**src/rtl/srpl_rcv.sv**
```systemverilog
// Serial-to-parallel word receiver: sync-aligned shift register feeding a 16-deep FIFO with sticky overrun.
// Build option SRPL_RCV_MSB_FIRST_EN selects MSB-first assembly; default is LSB-first.
module srpl_rcv #(
   parameter int w = 16
) (
   input  logic         clk,
   input  logic         rst,
   input  logic         sdi,
   input  logic         en,
   input  logic         sync,
   input  logic         rd,
   input  logic         clr_ovr,
   output logic [w-1:0] q,
   output logic         empty,
   output logic         full,
   output logic [4:0]   level,
   output logic         ovr
);

   localparam int BW = $clog2(w);
   localparam logic [BW-1:0] BC_LAST = BW'(w - 1);

   logic [w-1:0]  r_q, r_d;
   logic [BW-1:0] bc_q, bc_d;
   logic [3:0]    wp_q, wp_d;
   logic [3:0]    rp_q, rp_d;
   logic [4:0]    level_q, level_d;
   logic          ovr_q, ovr_d;
   logic [w-1:0]  ram_q [16];

   logic pop;
   logic cmpl;
   logic wr_ok;

   always_comb begin
      r_d = r_q;
      if (en) begin
`ifdef SRPL_RCV_MSB_FIRST_EN
         r_d = {r_q[w-2:0], sdi};
`else
         r_d = {sdi, r_q[w-1:1]};
`endif
      end

      pop   = rd & ~empty;
      cmpl  = en & ~sync & (bc_q == BC_LAST);
      // A pop in the same cycle frees the slot the completing word needs.
      wr_ok = cmpl & (~full | pop);

      bc_d = bc_q;
      if (en) begin
         if (sync)
            bc_d = BW'(1);
         else if (bc_q == BC_LAST)
            bc_d = '0;
         else
            bc_d = bc_q + BW'(1);
      end

      wp_d = wr_ok ? wp_q + 4'd1 : wp_q;
      rp_d = pop ? rp_q + 4'd1 : rp_q;

      case ({wr_ok, pop})
         2'b10:   level_d = level_q + 5'd1;
         2'b01:   level_d = level_q - 5'd1;
         default: level_d = level_q;
      endcase

      if (cmpl & ~wr_ok)
         ovr_d = 1'b1;
      else if (clr_ovr)
         ovr_d = 1'b0;
      else
         ovr_d = ovr_q;
   end

   always_ff @(posedge clk) begin
      if (rst) begin
         r_q     <= '0;
         bc_q    <= '0;
         wp_q    <= '0;
         rp_q    <= '0;
         level_q <= '0;
         ovr_q   <= 1'b0;
      end else begin
         r_q     <= r_d;
         bc_q    <= bc_d;
         wp_q    <= wp_d;
         rp_q    <= rp_d;
         level_q <= level_d;
         ovr_q   <= ovr_d;
      end
   end

   // Storage is never cleared; reset only rewinds the pointers.
   always_ff @(posedge clk) begin
      if (!rst && wr_ok)
         ram_q[wp_q] <= r_d;
   end

   assign q     = ram_q[rp_q];
   assign empty = (level_q == 5'd0);
   assign full  = (level_q == 5'd16);
   assign level = level_q;
   assign ovr   = ovr_q;

endmodule

```
**config.mk**
```make
export PLATFORM = sky130hd
export DESIGN_NAME = srpl_rcv
export DESIGN_NICKNAME = d
export VERILOG_FILES = /design/src/rtl/srpl_rcv.sv
export SDC_FILE = /design/constraint.sdc
export NUM_CORES = 1
export LEC_CHECK = 0
export ABC_AREA = 0
export CAP_MARGIN = 10
export CORE_ASPECT_RATIO = 2
export CORE_UTILIZATION = 61
export CTS_CLUSTER_SIZE = 25
export DETAILED_ROUTE_END_ITERATION = 10
export MAX_ROUTING_LAYER = met4
export PLACE_DENSITY_LB_ADDON = 0.25
export SLEW_MARGIN = 0
export SYNTH_ARGS = -nofsm -noshare
export SYNTH_HDL_FRONTEND = slang
export SYNTH_SLANG_ARGS = --single-unit
```
**constraint.sdc**
```tcl
create_clock -name clk -period 2.8 [get_ports clk]
set_clock_uncertainty 0.2 [all_clocks]
set_input_delay 0.42 -clock clk [delete_from_list [all_inputs] [get_ports clk]]
set_output_delay 0.42 -clock clk [all_outputs]
set_load 0.02 [all_outputs]
```
==> results of run 1 <==
power by group:
| group | leakage (nW) | total, W | switching [W] | internal [W] |
|---|---|---|---|---|
| clock | 0.398 | 0.00353 | 0.00151 | 0.00202 |
| sequential | 2.63 | 0.00470 | 0.00000328 | 0.00470 |
| combinational | 1.48 | 0.0000619 | 0.0000386 | 0.0000234 |
worst reg2reg max path: cells and delay by family (launching register included):
kind | cells | cell delay, ns
simple gates | 3 | 0.88
compound gates | 3 | 0.36
flops | 1 | 0.35
mux | 1 | 0.34
fa+ha+maj | 1 | 0.33
buf+inv | 1 | 0.17
timing repair:
action	CTS	global route
hold buffers	0	0
cloned	5	1
gates resized for setup	93	7
buffers inserted	14	1
endpoints found under the setup margin	18	17
metal layers:
metal  vias to the layer above  GRT usage, %
met2                       219          50.6
met4                         0          12.6
li1                       2463             -
met3                        77          2.71
met1                      3027          32.4
met5                         -             -
final cells by class:
| class | instances | area [sq um] | area share [%] |
|---|---|---|---|
| well taps | 216 | 270 | 1.97 |
| repair buffers | 96 | 1210 | 8.80 |
| flip-flops and latches | 294 | 8450 | 61.7 |
| multi-input cells | 229 | 2930 | 21.3 |
| clock inverters | 12 | 159 | 1.16 |
| clock buffers | 29 | 682 | 4.97 |
| inverters | 4 | 15.0 | 0.110 |
synthesized netlist by cell type:
cell type,number,area [sq um]
o211a_2,1,10.0
nor2b_1,4,25.0
o211ai_1,2,15.0
and3_1,15,93.8
nand2b_1,3,18.8
or4_1,1,7.51
nor3_1,6,30.0
edfxtp_1,256,7690
o21ai_0,2,10.0
mux4_2,80,1800
nor3b_1,2,15.0
mux2i_1,4,40.0
or3_2,1,7.51
o2111ai_1,2,17.5
nand2_1,9,33.8
nand3b_1,2,15.0
mux2_2,17,191
ha_1,9,113
and3b_1,2,17.5
nor4bb_1,1,10.0
buf_6,1,11.3
a21oi_1,11,55.1
nor2_1,13,48.8
buf_1,2,7.51
o21a_1,2,15.0
fa_1,1,20.0
buf_2,8,40.0
xor2_1,4,35.0
o21ai_4,1,16.3
mux2i_4,1,22.5
clkbuf_1,18,67.6
and2_1,17,106
dfxtp_1,38,761
nand3_1,5,25.0
or3_1,1,6.26
or4_4,1,11.3
inv_1,4,15.0
a31oi_1,2,12.5
a21o_1,3,22.5
a311oi_1,1,8.76
xnor2_1,1,8.76
mux2_4,2,30.0
state kept, by name, indices dropped and copies added (netlist names), named ones only:
| signal | cells |
|---|---|
| rp_q | 4 |
| wp_q | 4 |
| ovr | 1 |
| level | 5 |
| bc_q | 4 |
| r_q | 16 |
| ram_q | 256 |
worst paths after layout:
check,from,end,cells past startpoint
worst max-delay path,flip-flop,q[3],6
worst min-delay path,ovr$_SDFFE_PP0P_,ovr$_SDFFE_PP0P_,2
worst max register to register,level[2]$_SDFFE_PP0P_,level[4]$_SDFFE_PP0P_,9
worst min register to register,ovr$_SDFFE_PP0P_,ovr$_SDFFE_PP0P_,2
per-stage QoR:
stage | utilization [%] | hold WS, ns
final | 74.5 | 0.277
after global routing | 74.5 | 0.310
after CTS | 74.6 | 0.276
after detailed placement | 68.3 | 0.261
after global placement | 68.3 | 0.261
after floorplan | - | 0.263
cell families after synthesis:
logic type	Yosys count	share of synthesized area (%)
DFF	294	73.4
adders and majority gates	10	1.15
AOI/OAI and AO/OA	27	1.59
muxes	104	18.1
xor gates and xnor gates	5	0.381
buffers and inverters	33	1.23
and+or+nand+nor	83	4.10
==> results.txt, run 1 <==
clk buf depth: 3
Post-Route M1 WL: 8.90 mm
Final Hold Violating Endpoints: 0
H-tree levels: 1
CTS clk-pin slew, worst paths: 0.07 ns
Die ar.: 19400 sq um
ANT cells: 0
Die H: 196 um
pre-CTS setup slack: -0.0865 ns
Worst-Margin Slew: 0.425 ns
max_slew headroom: 71.6%
Die W: 99.1 um
CTS root buf: clkbuf_16
Yosys warning count: 0
CTS buffer count: 23
Post-DP HPWL: 14.0 mm
Yosys reg bits: 294
Setup TNS: -3.47 ns
worst-skew pair later-pin latency: 0.51 ns
CP Buf/Inv Count: 4
DRC viols: 0
vias per inst: 6.58
Setup crit end kind: output pin
register-to-register setup slack: 0.11 ns
largest net degree at the start of global routing: 25
Vias: 5786
total iterations of the first detailed-routing run: 5
Final Setup Violations: 16
final worst slack: -0.257 ns
Area growth, synth to finish: 19.2%
final instance count without filler cells: 880
RSZ-0062 raised after global routing: yes
synthesized cell area: 11500 sq um
Worst EP arrival: 2.44 ns
final period utilization: 109%
Detailed Route WL: 25.4 mm
DP Area: 12600 sq um
DR WL/cell: 28.9 um
# Max-Cap Violations: 0
Max Transition Viols Final: 0
Period minus WS final: 3.06 ns
Worst path slowest cell: mux4_2
worst min-delay path class: flip-flop to flip-flop
overall routing resource usage: 28.4%
CP peak stage delay: 0.51 ns
fmax: 0.327 GHz
library cells used by synthesis: 42
commonest non-fill, non-tap cell in the layout: edfxtp_1
fillcell total: 994
buffers added on ports: 30
Placed Cells: 821
wire length on met3: 1.12 mm
Top Family by Delay on Critical Path: multiplexers
worst-path cell chain: buf_12 -> buf_12 -> buf_12 -> mux4_2 -> mux4_2 -> buf_6
uppermost layer routed: met4
startpoint types: flip-flop
global-route wire length before repair: 37.7 mm
post-route cell area: 13700 sq um
violated checks: negative setup slack
antenna violations before repair: 0
layout cells sized above 1: 34.8%
critical path type: flip-flop to output pin
CTS tree: done
vias in the first global route: 6125
Worst IR Drop VDD: 0.459 mV
Crit path top cell by count: buf_12
Iter 0 DRT Violations: 402
core area: 18400 sq um
syn nets: 573
clock sink total: 294
commonest cells after routing, fill and taps aside: edfxtp_1, mux4_2, dfxtp_1
Seq/Total Area, Yosys: 73.4%
Final ANT Viol Nets: 0
Initial Util: 62.6%
routability cong.: 0.805
layout net count: 665
cell row count: 70
gr ovfl total: 0
CP Data Required Time: 2.18 ns
Synth Instances: 556
syn_area_per_cell: 20.7 sq um
met2 wire len: 14.1 mm
leakage power: 4.50 nW
CP Max Fanout: 7
Ports: 31
overall power: 0.00830 W
Power Density: 605 nW/um^2
status: finished, violations left
No activity file was read; power rests on OpenSTA's default activity.
==> inputs of run 2 (changes only) <==
- ABC_CLOCK_PERIOD_IN_PS: not set -> 2800
- CORE_UTILIZATION: 61 -> 60
==> run 2 against run 1 <==
Against the previous run: the flow still finishes with violations (negative setup slack); power is 2.2% lower; cell count up 4.3%; count of clock-buffer cells in the layout fell by 4; highest routed layer unchanged; first-iteration DRC count up 31%; critical path depth down 1; die area increased by 1.6%; largest cell class unchanged; clock power decreased by 5%; register-to-register slack improved by 0.05 ns; utilization decreased by 1.7 points; sequential power about the same; sequential share of layout area about the same; worst hold slack improved by 0.0019 ns; critical path type unchanged.
==> results.txt, run 2 (same netlist as run 1, synthesis figures left out) <==
hold_buf cts: 0
Comb power frac: 0.8%
antenna violations before repair: 0
Worst-Margin Slew: 0.440 ns
leakage power: 4.48 nW
Ports: 31
status: finished, violations left
final period utilization: 109%
H-tree levels: 1
Die H: 198 um
reg2reg start: level[2]$_SDFFE_PP0P_
Worst EP arrival: 2.43 ns
CP Data Required Time: 2.18 ns
clock power share: 41.3%
critical path type: flip-flop to output pin
overall routing resource usage: 27.6%
startpoint types: flip-flop
Detailed Route WL: 24.8 mm
commonest cells after routing, fill and taps aside: edfxtp_1, mux4_2, dfxtp_1
Power Density: 592 nW/um^2
Largest register FFs: 256
Setup crit end kind: output pin
final instance count without filler cells: 918
fillcell total: 1111
Sw Share: 18.5%
Reg area: 8450 sq um
Period minus WS final: 3.05 ns
Placed Cells: 857
sequential share of power: 58.0%
Final Hold Violating Endpoints: 0
largest net degree at the start of global routing: 25
CP Max Fanout: 6
RSZ-0062 raised after global routing: yes
Die ar.: 19800 sq um
buffers added on ports: 30
vias in the first global route: 6176
Initial Util: 61.1%
cell row count: 71
CTS buffer count: 23
CTS root buf: clkbuf_16
Vias: 5740
routability cong.: 0.862
DP Area: 12600 sq um
overall power: 0.00811 W
Iter 0 DRT Violations: 526
worst-skew pair later-pin latency: 0.51 ns
Max Transition Viols Final: 0
violated checks: negative setup slack
pre-CTS setup slack: -0.211 ns
DRC viols: 0
CTS tree: done
# Max-Cap Violations: 0
CTS clk-pin slew, worst paths: 0.07 ns
Final Setup Violations: 16
commonest non-fill, non-tap cell in the layout: edfxtp_1
Area growth, synth to finish: 19.2%
Worst IR Drop VDD: 0.569 mV
clock sink total: 294
gr ovfl total: 0
final worst slack: -0.248 ns
switching pwr: 0.00150 W
total iterations of the first detailed-routing run: 5
Post-DP HPWL: 14.4 mm
Int Pwr: 0.00661 W
layout cells sized above 1: 33.8%
core area: 18800 sq um
global-route wire length before repair: 37.2 mm
worst min-delay path class: flip-flop to flip-flop
hold path start: ovr$_SDFFE_PP0P_
max_slew headroom: 70.6%
hold_ws: 0.278 ns
clk buf depth: 3
fmax: 0.328 GHz
Largest Register: ram_q
vias per inst: 6.25
DR WL/cell: 27.0 um
area of the multi-input gates: 2920 sq um
layout net count: 663
Die W: 99.9 um
ANT cells: 0
post-route cell area: 13700 sq um
Final ANT Viol Nets: 0
run 2: changes by cell type in the layout (fill, tap and decap cells not counted), sizes merged:
cell / change
clkinvlp: -4
clkinv: +6
bufinv: +1
clkbuf: -5
buf: -1
inv: +2
run 2: worst paths after layout:
check                           to  slack (ns)  cells after the start
min reg2reg       ovr$_SDFFE_PP0P_        0.28                      2
max reg2reg  level[4]$_SDFFE_PP0P_        0.16                      9
max                           q[0]       -0.25                      5
min               ovr$_SDFFE_PP0P_        0.28                      2
run 2: repair_timing:
item,4_1_cts,5_1_grt
hold endpoints to repair,0,0
gates cloned,5,0
gates resized for setup,92,11
buffers inserted,12,4
setup endpoints to repair,18,17
run 2: through the flow:
step	util, %	TNS (ns)
2_1_floorplan	-	0
3_3_place_gp	67.1	-0.973
3_5_place_dp	67.1	-3.52
4_1_cts	72.6	-3.56
5_1_grt	72.8	-4.09
6_report	72.8	-3.10
run 2: per-layer routing:
metal / vias to the layer above / global-route usage (%) / part of all wire (%)
met5: - / - / 0
met4: 0 / 11.4 / 3.8
li1: 2469 / - / -
met3: 69 / 2.93 / 3.8
met2: 217 / 50.5 / 58
met1: 2985 / 30.3 / 34
run 2: area by class of cell:
cell class | instances | share of cell area (%)
tap | 255 | 2.33
clock buffer | 25 | 4.25
clock inverter | 17 | 1.38
inverter | 4 | 0.109
sequential | 294 | 61.6
multi-input combinational | 229 | 21.3
timing repair buffer | 94 | 8.97
run 2: power by group through the flow:
stage | clock network (W) | logic, W | registers, W
after detailed placement | 0 | 0.0000599 | 0.00480
after global placement | 0 | 0.0000571 | 0.00480
after global routing | 0.00354 | 0.0000656 | 0.00470
after floorplan | 0 | 0.0000322 | 0.00480
final | 0.00335 | 0.0000611 | 0.00471
after CTS | 0.00337 | 0.0000606 | 0.00471
run 2: critical path, stage by stage (launching register included):
cell	delay [ns]
dfxtp_4	0.44
buf_12	0.14
buf_16	0.13
mux4_2	0.50
mux4_2	0.54
buf_6	0.17
